[src/rtl/dfd_trace_funnel.sv]
// Purpose: merges the even and odd DFD trace channels into one show-ahead sink stream and sequences network flushes.
// Latency: a beat written into an empty channel FIFO is presented on the sink one cycle later.
// Backpressure: sink_rdy low holds the head beat; Bp outputs are advisory, and a beat hitting a full FIFO is dropped and flagged.

// Generic show-ahead FIFO; a push into a full FIFO is accepted only when a pop happens in the same cycle.
module dfd_trace_fifo #(
  parameter int WIDTH = 8,
  parameter int DEPTH = 8
) (
  input  logic                     clk,
  input  logic                     reset_n,
  input  logic                     push_i,
  input  logic [WIDTH-1:0]         push_dat_i,
  output logic                     push_ok_o,
  input  logic                     pop_i,
  output logic [WIDTH-1:0]         head_dat_o,
  output logic                     empty_o,
  output logic [$clog2(DEPTH):0]   count_o
);
  localparam int AW = $clog2(DEPTH);
  localparam int CW = AW + 1;

  logic [WIDTH-1:0] mem_q [DEPTH];
  logic [AW-1:0]    wr_ptr_q;
  logic [AW-1:0]    rd_ptr_q;
  logic [CW-1:0]    count_q;
  logic             full;
  logic             do_pop;
  logic             do_push;

  assign full       = (count_q == CW'(DEPTH));
  assign empty_o    = (count_q == '0);
  assign do_pop     = pop_i & ~empty_o;
  assign do_push    = push_i & (~full | do_pop);
  assign push_ok_o  = do_push;
  assign head_dat_o = mem_q[rd_ptr_q];
  assign count_o    = count_q;

  // Storage array carries no reset; validity is tracked by the pointers and count.
  always_ff @(posedge clk) begin
    if (do_push) mem_q[wr_ptr_q] <= push_dat_i;
  end

  // Pointer and occupancy bookkeeping.
  always_ff @(posedge clk or negedge reset_n) begin
    if (!reset_n) begin
      wr_ptr_q <= '0;
      rd_ptr_q <= '0;
      count_q  <= '0;
    end else begin
      if (do_push) wr_ptr_q <= wr_ptr_q + 1'b1;
      if (do_pop)  rd_ptr_q <= rd_ptr_q + 1'b1;
      case ({do_push, do_pop})
        2'b10:   count_q <= count_q + 1'b1;
        2'b01:   count_q <= count_q - 1'b1;
        default: count_q <= count_q;
      endcase
    end
  end
endmodule

module dfd_trace_funnel #(
  parameter  int NUM_CORES           = 8,
  parameter  int DATA_WIDTH_IN_BYTES = 16,
  parameter  int FIFO_DEPTH          = 8,
  parameter  int BP_SLACK            = 4,
  parameter  int FLUSH_HOLD          = 8,
  localparam int NUM_CORES_IN_PATH   = NUM_CORES / 2,
  localparam int DATA_WIDTH          = 8 * DATA_WIDTH_IN_BYTES
) (
  input  logic                          clk,
  input  logic                          reset_n,
  input  logic [NUM_CORES_IN_PATH-1:0]  TN_TR_Even_Vld,
  input  logic                          TN_TR_Even_Src,
  input  logic [DATA_WIDTH-1:0]         TN_TR_Even_Data,
  input  logic [NUM_CORES_IN_PATH-1:0]  TN_TR_Odd_Vld,
  input  logic                          TN_TR_Odd_Src,
  input  logic [DATA_WIDTH-1:0]         TN_TR_Odd_Data,
  output logic                          TN_TR_Ntrace_Bp,
  output logic                          TN_TR_Dst_Bp,
  output logic                          TN_TR_Ntrace_Flush,
  output logic                          TN_TR_Dst_Flush,
  output logic [NUM_CORES-1:0]          TN_TR_Enabled_Srcs,
  input  logic [NUM_CORES-1:0]          cfg_enabled_srcs,
  input  logic                          cfg_ntrace_flush_req,
  input  logic                          cfg_dst_flush_req,
  input  logic                          cfg_err_clr,
  output logic                          flush_done,
  output logic                          sink_vld,
  input  logic                          sink_rdy,
  output logic                          sink_src,
  output logic [$clog2(NUM_CORES)-1:0]  sink_core_id,
  output logic [DATA_WIDTH-1:0]         sink_data,
  output logic                          err_multi_vld,
  output logic                          err_overflow
);
  localparam int HOP_W  = (NUM_CORES_IN_PATH > 1) ? $clog2(NUM_CORES_IN_PATH) : 1;
  localparam int CID_W  = $clog2(NUM_CORES);
  localparam int CW     = $clog2(FIFO_DEPTH) + 1;
  localparam int HOLD_W = $clog2(FLUSH_HOLD) + 1;
  localparam logic [CW-1:0] TH_NTRACE = CW'(FIFO_DEPTH - BP_SLACK);
  localparam logic [CW-1:0] TH_DST    = CW'(FIFO_DEPTH - BP_SLACK - 2);

  typedef struct packed {
    logic             src;
    logic [HOP_W-1:0] hop;
    logic [DATA_WIDTH-1:0] dat;
  } beat_t;

  typedef enum logic [1:0] {ST_IDLE, ST_FLUSH, ST_DRAIN, ST_DONE} fl_state_e;

  // Index of the lowest set bit; a malformed multi-hot valid still stores a single hop.
  function automatic logic [HOP_W-1:0] low_idx(input logic [NUM_CORES_IN_PATH-1:0] v);
    logic [HOP_W-1:0] r;
    r = '0;
    for (int i = NUM_CORES_IN_PATH - 1; i >= 0; i--) begin
      if (v[i]) r = HOP_W'(i);
    end
    return r;
  endfunction

  // Channel 0 is even, channel 1 is odd.
  logic [NUM_CORES_IN_PATH-1:0] ch_vld [2];
  logic                         ch_src [2];
  logic [DATA_WIDTH-1:0]        ch_dat [2];
  beat_t                        wr_beat [2];
  beat_t                        head_beat [2];
  logic [CW-1:0]                cnt [2];
  logic [1:0]                   push;
  logic [1:0]                   push_ok;
  logic [1:0]                   pop;
  logic [1:0]                   empty;
  logic [1:0]                   multi;

  assign ch_vld[0] = TN_TR_Even_Vld;
  assign ch_vld[1] = TN_TR_Odd_Vld;
  assign ch_src[0] = TN_TR_Even_Src;
  assign ch_src[1] = TN_TR_Odd_Src;
  assign ch_dat[0] = TN_TR_Even_Data;
  assign ch_dat[1] = TN_TR_Odd_Data;

  for (genvar c = 0; c < 2; c++) begin : g_ch
    assign push[c]    = |ch_vld[c];
    assign multi[c]   = |(ch_vld[c] & (ch_vld[c] - 1'b1));
    assign wr_beat[c] = '{src: ch_src[c], hop: low_idx(ch_vld[c]), dat: ch_dat[c]};

    dfd_trace_fifo #(
      .WIDTH ($bits(beat_t)),
      .DEPTH (FIFO_DEPTH)
    ) u_fifo (
      .clk        (clk),
      .reset_n    (reset_n),
      .push_i     (push[c]),
      .push_dat_i (wr_beat[c]),
      .push_ok_o  (push_ok[c]),
      .pop_i      (pop[c]),
      .head_dat_o (head_beat[c]),
      .empty_o    (empty[c]),
      .count_o    (cnt[c])
    );
  end

  // Arbitration state: last popped channel (1 = odd) and a lock that pins the grant during a stall.
  logic rr_last_q;
  logic lock_vld_q;
  logic lock_ch_q;
  logic gnt;
  beat_t sink_beat;

  // Grant selection: a held stall keeps its channel, otherwise round-robin between non-empty channels.
  always_comb begin
    gnt = 1'b0;
    if (lock_vld_q)                 gnt = lock_ch_q;
    else if (!empty[0] && !empty[1]) gnt = ~rr_last_q;
    else if (!empty[1])             gnt = 1'b1;
  end

  assign sink_beat    = head_beat[gnt];
  assign sink_vld     = ~empty[gnt];
  assign sink_src     = sink_vld & sink_beat.src;
  assign sink_core_id = sink_vld ? CID_W'({sink_beat.hop, gnt}) : '0;
  assign sink_data    = sink_vld ? sink_beat.dat : '0;
  assign pop[0]       = sink_vld & sink_rdy & ~gnt;
  assign pop[1]       = sink_vld & sink_rdy & gnt;

  // Round-robin pointer and stall lock.
  always_ff @(posedge clk or negedge reset_n) begin
    if (!reset_n) begin
      rr_last_q  <= 1'b1;
      lock_vld_q <= 1'b0;
      lock_ch_q  <= 1'b0;
    end else begin
      if (sink_vld && sink_rdy) rr_last_q <= gnt;
      lock_vld_q <= sink_vld & ~sink_rdy;
      lock_ch_q  <= gnt;
    end
  end

  // Error flags: a set in the same cycle as a clear wins.
  logic multi_set;
  logic ovf_set;
  logic err_multi_q, err_multi_d;
  logic err_ovf_q, err_ovf_d;

  assign multi_set   = (push[0] & multi[0]) | (push[1] & multi[1]);
  assign ovf_set     = (push[0] & ~push_ok[0]) | (push[1] & ~push_ok[1]);
  assign err_multi_d = multi_set | (err_multi_q & ~cfg_err_clr);
  assign err_ovf_d   = ovf_set | (err_ovf_q & ~cfg_err_clr);

  // Registered status toward the network: backpressure hints, source enables, sticky errors.
  logic bp_ntrace_q;
  logic bp_dst_q;
  logic [NUM_CORES-1:0] en_srcs_q;

  always_ff @(posedge clk or negedge reset_n) begin
    if (!reset_n) begin
      bp_ntrace_q <= 1'b0;
      bp_dst_q    <= 1'b0;
      en_srcs_q   <= '0;
      err_multi_q <= 1'b0;
      err_ovf_q   <= 1'b0;
    end else begin
      bp_ntrace_q <= (cnt[0] >= TH_NTRACE) | (cnt[1] >= TH_NTRACE);
      bp_dst_q    <= (cnt[0] >= TH_DST) | (cnt[1] >= TH_DST);
      en_srcs_q   <= cfg_enabled_srcs;
      err_multi_q <= err_multi_d;
      err_ovf_q   <= err_ovf_d;
    end
  end

  assign TN_TR_Ntrace_Bp    = bp_ntrace_q;
  assign TN_TR_Dst_Bp       = bp_dst_q;
  assign TN_TR_Enabled_Srcs = en_srcs_q;
  assign err_multi_vld      = err_multi_q;
  assign err_overflow       = err_ovf_q;

  // Flush sequencer state.
  fl_state_e         state_q;
  logic [HOLD_W-1:0] hold_cnt_q;
  logic              ntr_flush_q;
  logic              dst_flush_q;
  logic              flush_done_q;
  logic              drain_idle;

  assign drain_idle = (&empty) & ~(|TN_TR_Even_Vld) & ~(|TN_TR_Odd_Vld);

  // Flush FSM: hold the requested flush lines, wait for the funnel to drain, then pulse done.
  always_ff @(posedge clk or negedge reset_n) begin
    if (!reset_n) begin
      state_q      <= ST_IDLE;
      hold_cnt_q   <= '0;
      ntr_flush_q  <= 1'b0;
      dst_flush_q  <= 1'b0;
      flush_done_q <= 1'b0;
    end else begin
      case (state_q)
        ST_IDLE: begin
          if (cfg_ntrace_flush_req || cfg_dst_flush_req) begin
            state_q     <= ST_FLUSH;
            ntr_flush_q <= cfg_ntrace_flush_req;
            dst_flush_q <= cfg_dst_flush_req;
            hold_cnt_q  <= '0;
          end
        end
        ST_FLUSH: begin
          if (hold_cnt_q == HOLD_W'(FLUSH_HOLD - 1)) begin
            state_q     <= ST_DRAIN;
            ntr_flush_q <= 1'b0;
            dst_flush_q <= 1'b0;
          end else begin
            hold_cnt_q <= hold_cnt_q + 1'b1;
          end
        end
        ST_DRAIN: begin
          if (drain_idle) begin
            state_q      <= ST_DONE;
            flush_done_q <= 1'b1;
          end
        end
        ST_DONE: begin
          state_q      <= ST_IDLE;
          flush_done_q <= 1'b0;
        end
        default: state_q <= ST_IDLE;
      endcase
    end
  end

  assign TN_TR_Ntrace_Flush = ntr_flush_q;
  assign TN_TR_Dst_Flush    = dst_flush_q;
  assign flush_done         = flush_done_q;
endmodule

[config.mk]
export PLATFORM = sky130hd
export DESIGN_NAME = dfd_trace_funnel
export DESIGN_NICKNAME = d
export VERILOG_FILES = /design/src/rtl/dfd_trace_funnel.sv
export SDC_FILE = /design/constraint.sdc
export NUM_CORES = 2
export LEC_CHECK = 0
export BUFFER_PORTS_ARGS = -buffer_cell sky130_fd_sc_hd__buf_4
export CAP_MARGIN = 20
export CELL_PAD_IN_SITES_DETAIL_PLACEMENT = 0
export CELL_PAD_IN_SITES_GLOBAL_PLACEMENT = 1
export CORE_ASPECT_RATIO = 2
export CORE_MARGIN = 8
export CORE_UTILIZATION = 29
export CTS_BUF_LIST = sky130_fd_sc_hd__clkbuf_16
export DETAILED_ROUTE_END_ITERATION = 8
export GPL_ROUTABILITY_DRIVEN = 1
export PLACE_DENSITY = 0.54
export SLEW_MARGIN = 30
export SYNTH_ARGS = -nofsm -noshare
export SYNTH_HDL_FRONTEND = slang
export SYNTH_SLANG_ARGS = --single-unit
[constraint.sdc]
create_clock -name clk -period 14.6 [get_ports clk]
set_input_delay 0.73 -clock clk [delete_from_list [all_inputs] [get_ports clk]]
set_output_delay 0.73 -clock clk [all_outputs]
set_load 0.005 [all_outputs]
==> results by group <==
Synthesis
  – Cells after Synth: 4008
  – Count leader, synth: edfxtp_1
  – Seq/Total Area, Yosys: 0.7689
  – Net Count, Synth: 4304
  – Mean Syn Cell Area: 20.78 sq um
  – EDFF count, synth: 2096
  – Mapped Area: 83290 sq um
  – Synth unique cells: 54
  – Synthesis-stage register bit count: 2140
  – Synth top area share: 0.7557
  – Main synth FF type: edfxtp_1
  – Yosys synthesis warning count: 0
  – Largest area contributor in the netlist: edfxtp_1
  – Largest cells by area after synthesis: edfxtp_1 (76%), mux2i_1 (7.9%), mux4_2 (7.1%), a22oi_1 (2.4%), a211oi_2 (2.0%)
  – Synth top cells by count: edfxtp_1 (2096), mux2i_1 (659), a22oi_1 (262), mux4_2 (262), a21oi_1 (139)
  – Async set-reset flop share out of synthesis: 0.02056

Hold path
  – Hold Path Origin: TN_TR_Odd_Data[126]
  – Hold Crit Depth: 1
  – Worst Hold Endpoint: g_ch[1].u_fifo.mem_q[7][126]
  – Hold WC Path Type: input port to flip-flop

STA
  – Max-slew violation count: 0
  – Max frequency: 0.1652 GHz
  – Final worst-path cycle share: 0.4147
  – Final hold viol count: 0
  – Final TNS setup: 0 ns
  – Final setup vio count: 0
  – Worst clock skew: 0.06717 ns
  – Relative slew slack: 0.2117
  – RSZ-0062 raised after global routing: false
  – Hold_ws: 0.09588 ns
  – Post-layout min period: 6.055 ns
  – Worst-Margin Slew: 1.183 ns

Worst setup path
  – Critical path origin: g_ch[1].u_fifo.count_o[2]
  – Crit path DAT: 5.32 ns
  – Maximum fanout along the worst path: 50
  – Origin of the critical flop-to-flop path: g_ch[0].u_fifo.count_o[2]
  – CP top delay family: buffers and inverters
  – WP buf/inv: 4
  – Critical Path Start Type: flip-flop
  – Most frequent cell on the critical path: buf_4
  – Critical path's slowest cell: buf_4
  – Worst R2R Path Depth: 8
  – CP endpoint kind: primary output
  – Worst path cell trace: nor4_4, a211oi_2, a21oi_4, buf_4, buf_4, buf_4, a21oi_1, a211oi_2, buf_4
  – Required time worst endpoint: 13.87 ns
  – Worst path max stage delay: 0.77 ns
  – Terminus of the critical flop-to-flop path: g_ch[1].u_fifo.mem_q[1][86]
  – FF-to-FF setup slack: 10.02 ns
  – WS Path Type: flip-flop to primary output
  – Crit path depth: 9

Layout
  – NumNets Final: 4862
  – Share of layout cells above drive strength 1: 0.2633
  – Cell area after layout: 98150 sq um
  – FILL cells: 26890
  – Final non-filler cell total: 8514
  – Area growth from synthesis to layout: 17.84%

Clocking
  – Clock Pin Slew Worst Setup and Hold Paths: 0.06 ns
  – CTS H-tree lvls: 4
  – Clock Path Buffers: 4
  – Root buf cell: clkbuf_16
  – Inserted Clock Buffers: 199
  – Cts repair resizes: 0
  – CTS tree: built
  – Clock sink count: 2140
  – Clock latency on the worst-skew pair: 0.88 ns

Die
  – Std cell rows: 278
  – Starting Density: 0.2910
  – I/O pins: 428
  – Core ar.: 286300 sq um
  – Chip Width: 395.0 microns
  – Die area: 305700 sq um
  – Die span in y: 773.9 microns

Global routing
  – Global-route wire length before repair: 324.9 mm
  – Gr ovfl total: 0
  – Total GRT Usage: 0.1450
  – Largest net degree at the start of global routing: 113
  – Vias in the first global route: 43780
  – Initial antenna violation count: 66

Pwr
  – Comb power frac: 0.358
  – Flop pwr share: 0.407
  – Cell Int Power: 14.47 mW
  – Switching share of power: 0.3419
  – Pwr Density: 224.0 nW/um^2
  – NetSw: 7.516 mW
  – Total leakage power: 32.75 nW
  – Peak supply drop: 0.1563 mV
  – Clock Power Share: 0.236

Place
  – DPL Wire Length: 135.4 mm
  – I/O Buffers: 427
  – Placed Area: 91070 sq um
  – Cells after DPL: 8080
  – Final GP Congestion: 0.7046

Status
  – Status: complete, no violations

Flow run
  – Max-cap violations: 0

Routing
  – Via count: 40830
  – Routed Antenna Nets: 0
  – Iteration-0 DRC Markers: 2402
  – Post-Route WL: 229.4 mm
  – Vias/cell: 4.795
  – DRC errors left: 0
  – First-pass iteration count of the detailed router: 6
  – Routed WL per cell: 26.94 microns
## layout by cell type, fill, tap and decap left out, types with 48 or more instances in the layout
| cell | n |
|---|---|
| a211oi_2 | 132 |
| edfxtp_1 | 2096 |
| buf_4 | 516 |
| mux4_2 | 262 |
| mux2i_1 | 657 |
| dlygate4sd3_1 | 65 |
| clkbuf_16 | 202 |
| inv_1 | 48 |
| a22oi_1 | 262 |
| a21oi_1 | 139 |
## registers in the layout (all words and copies together) (netlist names), 2 cells and up
register and count:
g_ch.u_fifo.count_o 8, g_ch.u_fifo.rd_ptr_q 6, state_q 2, TN_TR_Enabled_Srcs 8, g_ch.u_fifo.mem_q 2096, g_ch.u_fifo.wr_ptr_q 6
hold_cnt_q 4
## worst max-delay path by stage
| stage | to | slack [ns] |
|---|---|---|
| floorplan | g_ch[1].u_fifo.mem_q[0][0] | 0.002 |
| global placement | sink_data[14] | 9.17 |
| detailed placement | sink_data[79] | 9.33 |
| CTS | sink_data[79] | 8.32 |
| global route | sink_data[79] | 8.20 |
| finish | sink_data[97] | 8.55 |
## layer usage
layer,vias up,GRT usage,share of wire
li1,17750,-,-
met5,-,0,0.0018
met2,967,0.2574,0.51
met1,21650,0.1768,0.41
met3,389,0.03388,0.055
met4,66,0.03817,0.026
## cell type report
class	instances	area (sq um)	share of cell area
antenna	14	35.03	0.0003569
clock buffer	202	5055	0.05150
clock inverter	153	1329	0.01354
inverter	13	48.80	0.0004972
multi-input combinational	1617	18120	0.1846
sequential	2140	64060	0.6526
tap	3780	4730	0.04819
timing repair buffer	595	4778	0.04868
## worst reg2reg max path: stages, from the launching register on
cell and delay (ns):
dfrtp_1 0.45, nor4_1 0.41, nor3b_1 0.13, o21ai_1 0.42
nand3_1 0.40, nor3_2 0.30, buf_4 0.56, buf_4 0.68
buf_4 0.74
## power groups by stage
| stage | sequential, mW | combinational (mW) | clock [mW] |
|---|---|---|---|
| 3_5_place_dp | 9.09 | 8.13 | 0 |
| 5_1_grt | 9.07 | 8.47 | 5.52 |
| 6_report | 8.94 | 7.86 | 5.18 |
| 3_3_place_gp | 9.05 | 8.07 | 0 |
| 4_1_cts | 8.97 | 8.17 | 5.35 |
| 2_1_floorplan | 9.30 | 4.77 | 0 |
## logic make-up (layout without fill, tap and decap cells)
| group | Yosys count | after routing | share of synthesized area |
|---|---|---|---|
| DFF | 2140 | 2140 | 0.7689 |
| other | 0 | 14 | 0 |
| and+or+nand+nor | 96 | 96 | 0.006039 |
| muxes | 927 | 927 | 0.1509 |
| xor gates and xnor gates | 16 | 16 | 0.001683 |
| AOI/OAI and AO/OA | 561 | 561 | 0.05435 |
| adders and majority gates | 17 | 17 | 0.002614 |
| buffers and inverters | 251 | 963 | 0.01555 |
## stage by stage
| step | power [mW] | worst slack, ns | utilization |
|---|---|---|---|
| floorplan | 14.07 | 0.002403 | - |
| global placement | 17.13 | 9.173 | 0.3180 |
| detailed placement | 17.23 | 9.328 | 0.3181 |
| CTS | 22.48 | 8.316 | 0.3427 |
| global route | 23.06 | 8.195 | 0.3428 |
| finish | 21.98 | 8.545 | 0.3429 |
## repair_timing
action	CTS	global route
hold buffers	65	0
hold endpoints to repair	403	0
setup buffers	0	0
No activity file was read; power rests on OpenSTA's default activity.
